### src/rtl/arith_core.sv
// ============================================================================
// arith_core
// ----------------------------------------------------------------------------
// Registered integer arithmetic core for the KGP-RISC datapath. Three
// combinational engines share one output register stage (latency = 1 cycle):
//   op 00 : hybrid adder. CLA_BLK-bit carry-lookahead blocks with the block
//           carry rippling from one block to the next.
//           {cout, result_lo} = a + b + cin, result_hi = 0
//   op 01 : unsigned array multiplier. An AND partial-product array is summed
//           by one adder row per multiplier bit.
//           {result_hi, result_lo} = a * b
//   op 10 : signed multiplier. It reuses the unsigned array and then applies
//           the two's-complement sign correction.
//           {result_hi, result_lo} = signed(a) * signed(b)
//   op 11 : reserved. All results are 0, but out_valid still asserts.
//
// Optional build macro: ARITH_FLAGS_EN
//   When defined, the core adds the registered status outputs zflag, sflag,
//   vflag and cflag.
//
// Parameters:
//   WIDTH    operand width (product width is 2*WIDTH)
//   CLA_BLK  lookahead block width inside the adder; must divide WIDTH
//
// Ports:
//   clk        clock, all state changes on the rising edge
//   rst_n      synchronous active-low reset
//   in_valid   operands and op are valid this cycle
//   op         operation select (see above)
//   a, b       operands
//   cin        adder carry-in (used only by op 00)
//   out_valid  the result registers were updated by the last edge
//   result_lo  sum, or the low half of the product
//   result_hi  zero for add, or the high half of the product
//   cout       adder carry-out (add only, otherwise 0)
//   zflag      result is zero; 64-bit for multiplies        [ARITH_FLAGS_EN]
//   sflag      sign of the sum (add only)                   [ARITH_FLAGS_EN]
//   vflag      signed overflow of the add                   [ARITH_FLAGS_EN]
//   cflag      copy of cout                                 [ARITH_FLAGS_EN]
// ============================================================================
module arith_core #(
    parameter int WIDTH   = 32,
    parameter int CLA_BLK = 4
) (
    input  logic             clk,
    input  logic             rst_n,
    input  logic             in_valid,
    input  logic [1:0]       op,
    input  logic [WIDTH-1:0] a,
    input  logic [WIDTH-1:0] b,
    input  logic             cin,
    output logic             out_valid,
    output logic [WIDTH-1:0] result_lo,
    output logic [WIDTH-1:0] result_hi,
    output logic             cout
`ifdef ARITH_FLAGS_EN
    ,
    output logic             zflag,
    output logic             sflag,
    output logic             vflag,
    output logic             cflag
`endif
);

    localparam int NBLK = WIDTH / CLA_BLK;
    localparam int PW   = 2 * WIDTH;

    typedef enum logic [1:0] {
        OP_ADD  = 2'b00,
        OP_UMUL = 2'b01,
        OP_SMUL = 2'b10,
        OP_RSVD = 2'b11
    } op_e;

    op_e op_sel;
    assign op_sel = op_e'(op);

    // ------------------------------------------------------------------------
    // Hybrid adder
    // ------------------------------------------------------------------------
    // cin is masked for all ops except add. An unused (possibly X) carry-in
    // therefore never reaches the datapath.
    logic             add_cin;
    logic [WIDTH-1:0] sum;
    logic             add_cout;

    assign add_cin = (op_sel == OP_ADD) ? cin : 1'b0;

    for (genvar k = 0; k < NBLK; k++) begin : g_cla
        logic [CLA_BLK-1:0] x, y, g, p;
        logic [CLA_BLK:0]   c;
        logic               ci;
        logic               co;

        assign x = a[k*CLA_BLK +: CLA_BLK];
        assign y = b[k*CLA_BLK +: CLA_BLK];
        assign g = x & y;
        assign p = x ^ y;

        // The block carry-in comes from the previous block. Each block has its
        // own signal so the carry chain is not one self-referencing vector.
        if (k == 0) begin : g_first
            assign ci = add_cin;
        end else begin : g_chain
            assign ci = g_cla[k-1].co;
        end

        // Full lookahead inside the block:
        //   c[i+1] = g[i] | p[i]g[i-1] | ... | p[i..0]ci
        // pchain holds the product of the propagate terms above bit j.
        always_comb begin
            logic cn;
            logic pchain;
            c[0] = ci;
            for (int i = 0; i < CLA_BLK; i++) begin
                cn     = 1'b0;
                pchain = 1'b1;
                for (int j = i; j >= 0; j--) begin
                    cn     = cn | (g[j] & pchain);
                    pchain = pchain & p[j];
                end
                c[i+1] = cn | (pchain & ci);
            end
        end

        assign sum[k*CLA_BLK +: CLA_BLK] = p ^ c[CLA_BLK-1:0];
        assign co = c[CLA_BLK];
    end

    assign add_cout = g_cla[NBLK-1].co;

    // ------------------------------------------------------------------------
    // Unsigned array multiplier
    // ------------------------------------------------------------------------
    // Row i adds the partial product (a AND b[i]), shifted left by i, to the
    // running sum from row i-1. The last row holds the full 2*WIDTH product.
    for (genvar i = 0; i < WIDTH; i++) begin : g_row
        logic [PW-1:0] pp;
        logic [PW-1:0] acc;

        assign pp = {{WIDTH{1'b0}}, a & {WIDTH{b[i]}}} << i;

        if (i == 0) begin : g_first
            assign acc = pp;
        end else begin : g_add
            assign acc = g_row[i-1].acc + pp;
        end
    end

    logic [PW-1:0] uprod;
    assign uprod = g_row[WIDTH-1].acc;

    // ------------------------------------------------------------------------
    // Signed product by sign correction of the unsigned product
    // ------------------------------------------------------------------------
    // signed(a) = a - a[MSB]*2^W, and the same holds for b. Expanding the
    // product gives:
    //   signed(a)*signed(b) = a*b - a[MSB]*b*2^W - b[MSB]*a*2^W   (mod 2^2W)
    // The a[MSB]*b[MSB]*2^2W term drops out modulo 2^2W. That is why the
    // most-negative square comes out as a correct positive value.
    logic [PW-1:0] corr_a;
    logic [PW-1:0] corr_b;
    logic [PW-1:0] sprod;

    assign corr_a = {b & {WIDTH{a[WIDTH-1]}}, {WIDTH{1'b0}}};
    assign corr_b = {a & {WIDTH{b[WIDTH-1]}}, {WIDTH{1'b0}}};
    assign sprod  = uprod - corr_a - corr_b;

    // ------------------------------------------------------------------------
    // Result select
    // ------------------------------------------------------------------------
    logic [WIDTH-1:0] nxt_lo;
    logic [WIDTH-1:0] nxt_hi;
    logic             nxt_cout;

    // NOTE: every output of a combinational block gets a default before the
    // case statement. A path that misses an assignment would otherwise infer
    // a latch. The default arm also turns an X or reserved op into zeros.
    always_comb begin
        nxt_lo   = '0;
        nxt_hi   = '0;
        nxt_cout = 1'b0;
        case (op_sel)
            OP_ADD: begin
                nxt_lo   = sum;
                nxt_cout = add_cout;
            end
            OP_UMUL: {nxt_hi, nxt_lo} = uprod;
            OP_SMUL: {nxt_hi, nxt_lo} = sprod;
            default: ;
        endcase
    end

`ifdef ARITH_FLAGS_EN
    logic nxt_z;
    logic nxt_s;
    logic nxt_v;

    always_comb begin
        nxt_z = 1'b0;
        nxt_s = 1'b0;
        nxt_v = 1'b0;
        case (op_sel)
            OP_UMUL, OP_SMUL: nxt_z = ({nxt_hi, nxt_lo} == '0);
            OP_ADD: begin
                nxt_z = (nxt_lo == '0);
                nxt_s = nxt_lo[WIDTH-1];
                // The carry into the MSB XOR the carry out of the MSB.
                nxt_v = a[WIDTH-1] ^ b[WIDTH-1] ^ sum[WIDTH-1] ^ add_cout;
            end
            default: nxt_z = (nxt_lo == '0);
        endcase
    end
`endif

    // ------------------------------------------------------------------------
    // Output register stage
    // ------------------------------------------------------------------------
    // NOTE: sequential state uses non-blocking assignments only. Every
    // register then samples the pre-edge values, whatever order the
    // statements are written in.
    always_ff @(posedge clk) begin
        if (!rst_n) begin
            out_valid <= 1'b0;
            result_lo <= '0;
            result_hi <= '0;
            cout      <= 1'b0;
`ifdef ARITH_FLAGS_EN
            zflag     <= 1'b1;
            sflag     <= 1'b0;
            vflag     <= 1'b0;
            cflag     <= 1'b0;
`endif
        end else begin
            out_valid <= in_valid;
            // Results hold their last value while in_valid is low.
            if (in_valid) begin
                result_lo <= nxt_lo;
                result_hi <= nxt_hi;
                cout      <= nxt_cout;
`ifdef ARITH_FLAGS_EN
                zflag     <= nxt_z;
                sflag     <= nxt_s;
                vflag     <= nxt_v;
                cflag     <= nxt_cout;
`endif
            end
        end
    end

endmodule

### config.mk
export PLATFORM = sky130hd
export DESIGN_NAME = arith_core
export DESIGN_NICKNAME = d
export VERILOG_FILES = /design/src/rtl/arith_core.sv
export SDC_FILE = /design/constraint.sdc
export NUM_CORES = 2
export LEC_CHECK = 0
export CELL_PAD_IN_SITES_DETAIL_PLACEMENT = 0
export CELL_PAD_IN_SITES_GLOBAL_PLACEMENT = 1
export CORE_MARGIN = 10
export CORE_UTILIZATION = 51
export CTS_BUF_LIST = sky130_fd_sc_hd__clkbuf_8
export DETAILED_ROUTE_END_ITERATION = 10
export PLACE_DENSITY = 0.88
export SETUP_SLACK_MARGIN = 0.15
export SLEW_MARGIN = 15
export SYNTH_ARGS = -nofsm -noshare
export SYNTH_HDL_FRONTEND = slang
export SYNTH_SLANG_ARGS = --single-unit
### constraint.sdc
create_clock -name clk -period 24.3 [get_ports clk]
set_clock_uncertainty 0.1 [all_clocks]
set_input_delay 7.29 -clock clk [delete_from_list [all_inputs] [get_ports clk]]
set_output_delay 7.29 -clock clk [all_outputs]
set_load 0.05 [all_outputs]
==> results.md <==
* Status: finished, final reports clean
* Crit share post-route at 90.7%
* Max-slew violation count at 0
* Max Cap Viol at 0
* Clk slew on worst S/H paths at 0.08 ns
* Critical path depth at 50
* DRT antenna net count at 0
* Resize count post-CTS at 0
* Average size of a mapped cell at 8.79 sq um
* Cell mode on critical path: fa_1
* Finished Core Util at 54.6%
* Post-Synth Adder-Cell Area at 57.7%
* Die Y at 293 microns
* CP max stage cell: clkdlybuf4s50_1
* HP Class: reg2reg
* Vias in the first global route at 31,400
* Cell family with the largest share of critical-path delay: adder cells
* Clk Latency, worst-skew pair at 0.39 ns
* Pin slew with the least headroom to its limit at 1.02 ns
* Initial Util at 51.3%
* Setup WS pre-CTS at 1.86 ns
* Final hold violations at 0
* RSZ-0062 raised after global routing: false
* Chip width at 293 microns
* Die ar. at 86,000 sq um
* Maximum number of pins on one net before global-route repair at 63
* Primary FF master, synth: dfxtp_1
* # nets final at 5,603
* Synth top area share at 48.1%
* Post-CTS Setup Repair Bufs at 0
* Crit path largest cell delay at 0.95 ns
* Synth area leader: fa_1
* Routed via count at 29,100
* Critical path peak fanout at 20
* Net count after synthesis at 5,612
* PnR worst setup slack at 2.26 ns
* Synth Area in Simple Gates at 16.2%
* CP bufs+invs at 5
* Worst Path Required at 24.51 ns
* Setup tns final at 0 ns
* Routed WL at 111,000 microns
* Crit path DAT at 22.25 ns
* Number of synthesis warnings at 0
* Max Fclk at 0.0454 GHz
* H-tree Lvls at 3
* Slew HR at 30.9%
* Mapped Area at 38,100 sq um
* CP startpoint kind: input pin
* CTS Buf Count at 9
* Setup CP Type: in2reg
* Vias per inst at 5.50
* Row count at 100
* DRC at 0
* Post-synth EDFFs at 0
* Post-Syn Instances at 4,334
* Routability cong. at 0.945
* Worst Setup End Kind: flop
* Initial antenna violation count at 7
* Layout area overhead at 6.42%
* Post-synthesis compound-gate area fraction at 7.60%
* Tmin final at 22.04 ns
* I/O Buffers at 135
* Total track usage at 26.7%
* FFs w/ async S/R, synth at 0%
* Distinct cells, synth at 77
* Area of the core at 74,200 sq um
* Clock root cell: clkbuf_8
* First-pass detailed-route iteration total at 8
* Layout cell share with drive strength beyond 1 at 2.52%
* Clock sinks at 66
* CTS tree: done
* Hold path cells at 2
* Yosys reg bits at 66
* Combinational family with the most area after synthesis: adder cells
* Worst Reg-to-Reg Cells at 2
* Sequential area share after synthesis at 3.47%
* # IOs at 136
* Post-DP HPWL at 87,400 microns
* CTS hold repair buffers at 0
* Initial drt markers at 1,810
* Ranking of synthesized cells by area: fa_1 (48%), inv_1 (9.8%), ha_1 (9.7%)
* Routed length per placed instance at 21.0 microns
* Overflow after GRT at 0
* Synth Area in XOR/XNOR at 2.97%
* Clock Path Buffers at 2
* Mux share of post-synthesis cell area at 0.0296%
* First-pass GRT wire length at 178,000 microns
* Setup violations, final at 0
-- final timing paths --
| path | from | end | slack [ns] |
|---|---|---|---|
| setup reg to reg | result_hi[9] | result_hi[9] | 23.33 |
| hold / removal | result_lo[8] | result_lo[8] | 0.36 |
| setup / recovery | a[4] | result_hi[31] | 2.26 |
| hold reg to reg | result_lo[8] | result_lo[8] | 0.36 |
-- cell usage in the layout (no fill, tap or decap), types with 64 or more instances in the layout --
master and count:
a21oi_1 110, and2_1 435, buf_4 69, clkdlybuf4s50_1 133, dfxtp_1 66, fa_1 914, ha_1 294, inv_1 991
nand2_1 666, nor2_1 69, o21ai_0 82, xnor2_1 64, xor2_1 65
-- synthesized netlist by cell type, types with 9 or more instances --
master      n
nor2b_1    17
xor2_1     65
a221o_1    15
inv_1     991
nor3_1     18
nand4_1     9
and2_1    435
o21ai_1    11
a22oi_1    40
clkbuf_1  217
nor2_1     69
nand2_1   666
o21bai_1   13
dfxtp_1    66
and3_1     10
xnor2_1    64
fa_1      914
a21oi_1   110
nand2b_1   14
a21o_1     60
ha_1      294
o21ai_0    82
nand3_1    28
o21a_1     10
-- area by class of cell --
cell class / instances / area [sq um]
clock inverter: 7 / 78.8
antenna: 2 / 5.00
multi-input combinational: 3053 / 32200
sequential: 66 / 1320
tap: 969 / 1210
timing repair buffer: 204 / 1860
clock buffer: 9 / 124
inverter: 991 / 3720
fill: 6863 / 33700
-- stage by stage --
stage / hold slack, ns / cell area [sq um] / cells
5_1_grt: 0.390 / 40500 / 5299
4_1_cts: 0.360 / 40500 / 5299
3_3_place_gp: 0.336 / 40300 / 5283
6_report: 0.357 / 40500 / 5301
2_1_floorplan: 0.574 / 38100 / 4334
3_5_place_dp: 0.342 / 40300 / 5283
-- worst reg2reg max path, delay by kind of cell, from the launching register on --
family,cells,cell delay (ns)
AND/OR/NAND/NOR,1,0.16
AO/OA/AOI/OAI,1,0.25
flip-flops,1,0.37
-- logic make-up after synthesis --
family | count (synthesis)
simple gates | 1286
buf+inv | 1215
fa+ha+maj | 1208
compound gates | 429
xor+xnor | 129
flops | 66
mux | 1
-- registers in the layout (all words and copies together) (netlist names) --
register and count:
cout 1, result_lo 32, out_valid 1, result_hi 32
-- layer usage --
metal | vias up | GRT usage (%) | wire length [microns]
li1 | 12800 | - | -
met1 | 14900 | 33.1 | 42200
met2 | 1147 | 46.4 | 55400
met3 | 234 | 3.73 | 8150
met4 | 0 | 11.4 | 5530
met5 | - | 0 | 0
Power is left out: the tool's default activity adds up to more than one toggle a clock period on the data nets, which glitch-free logic cannot reach.
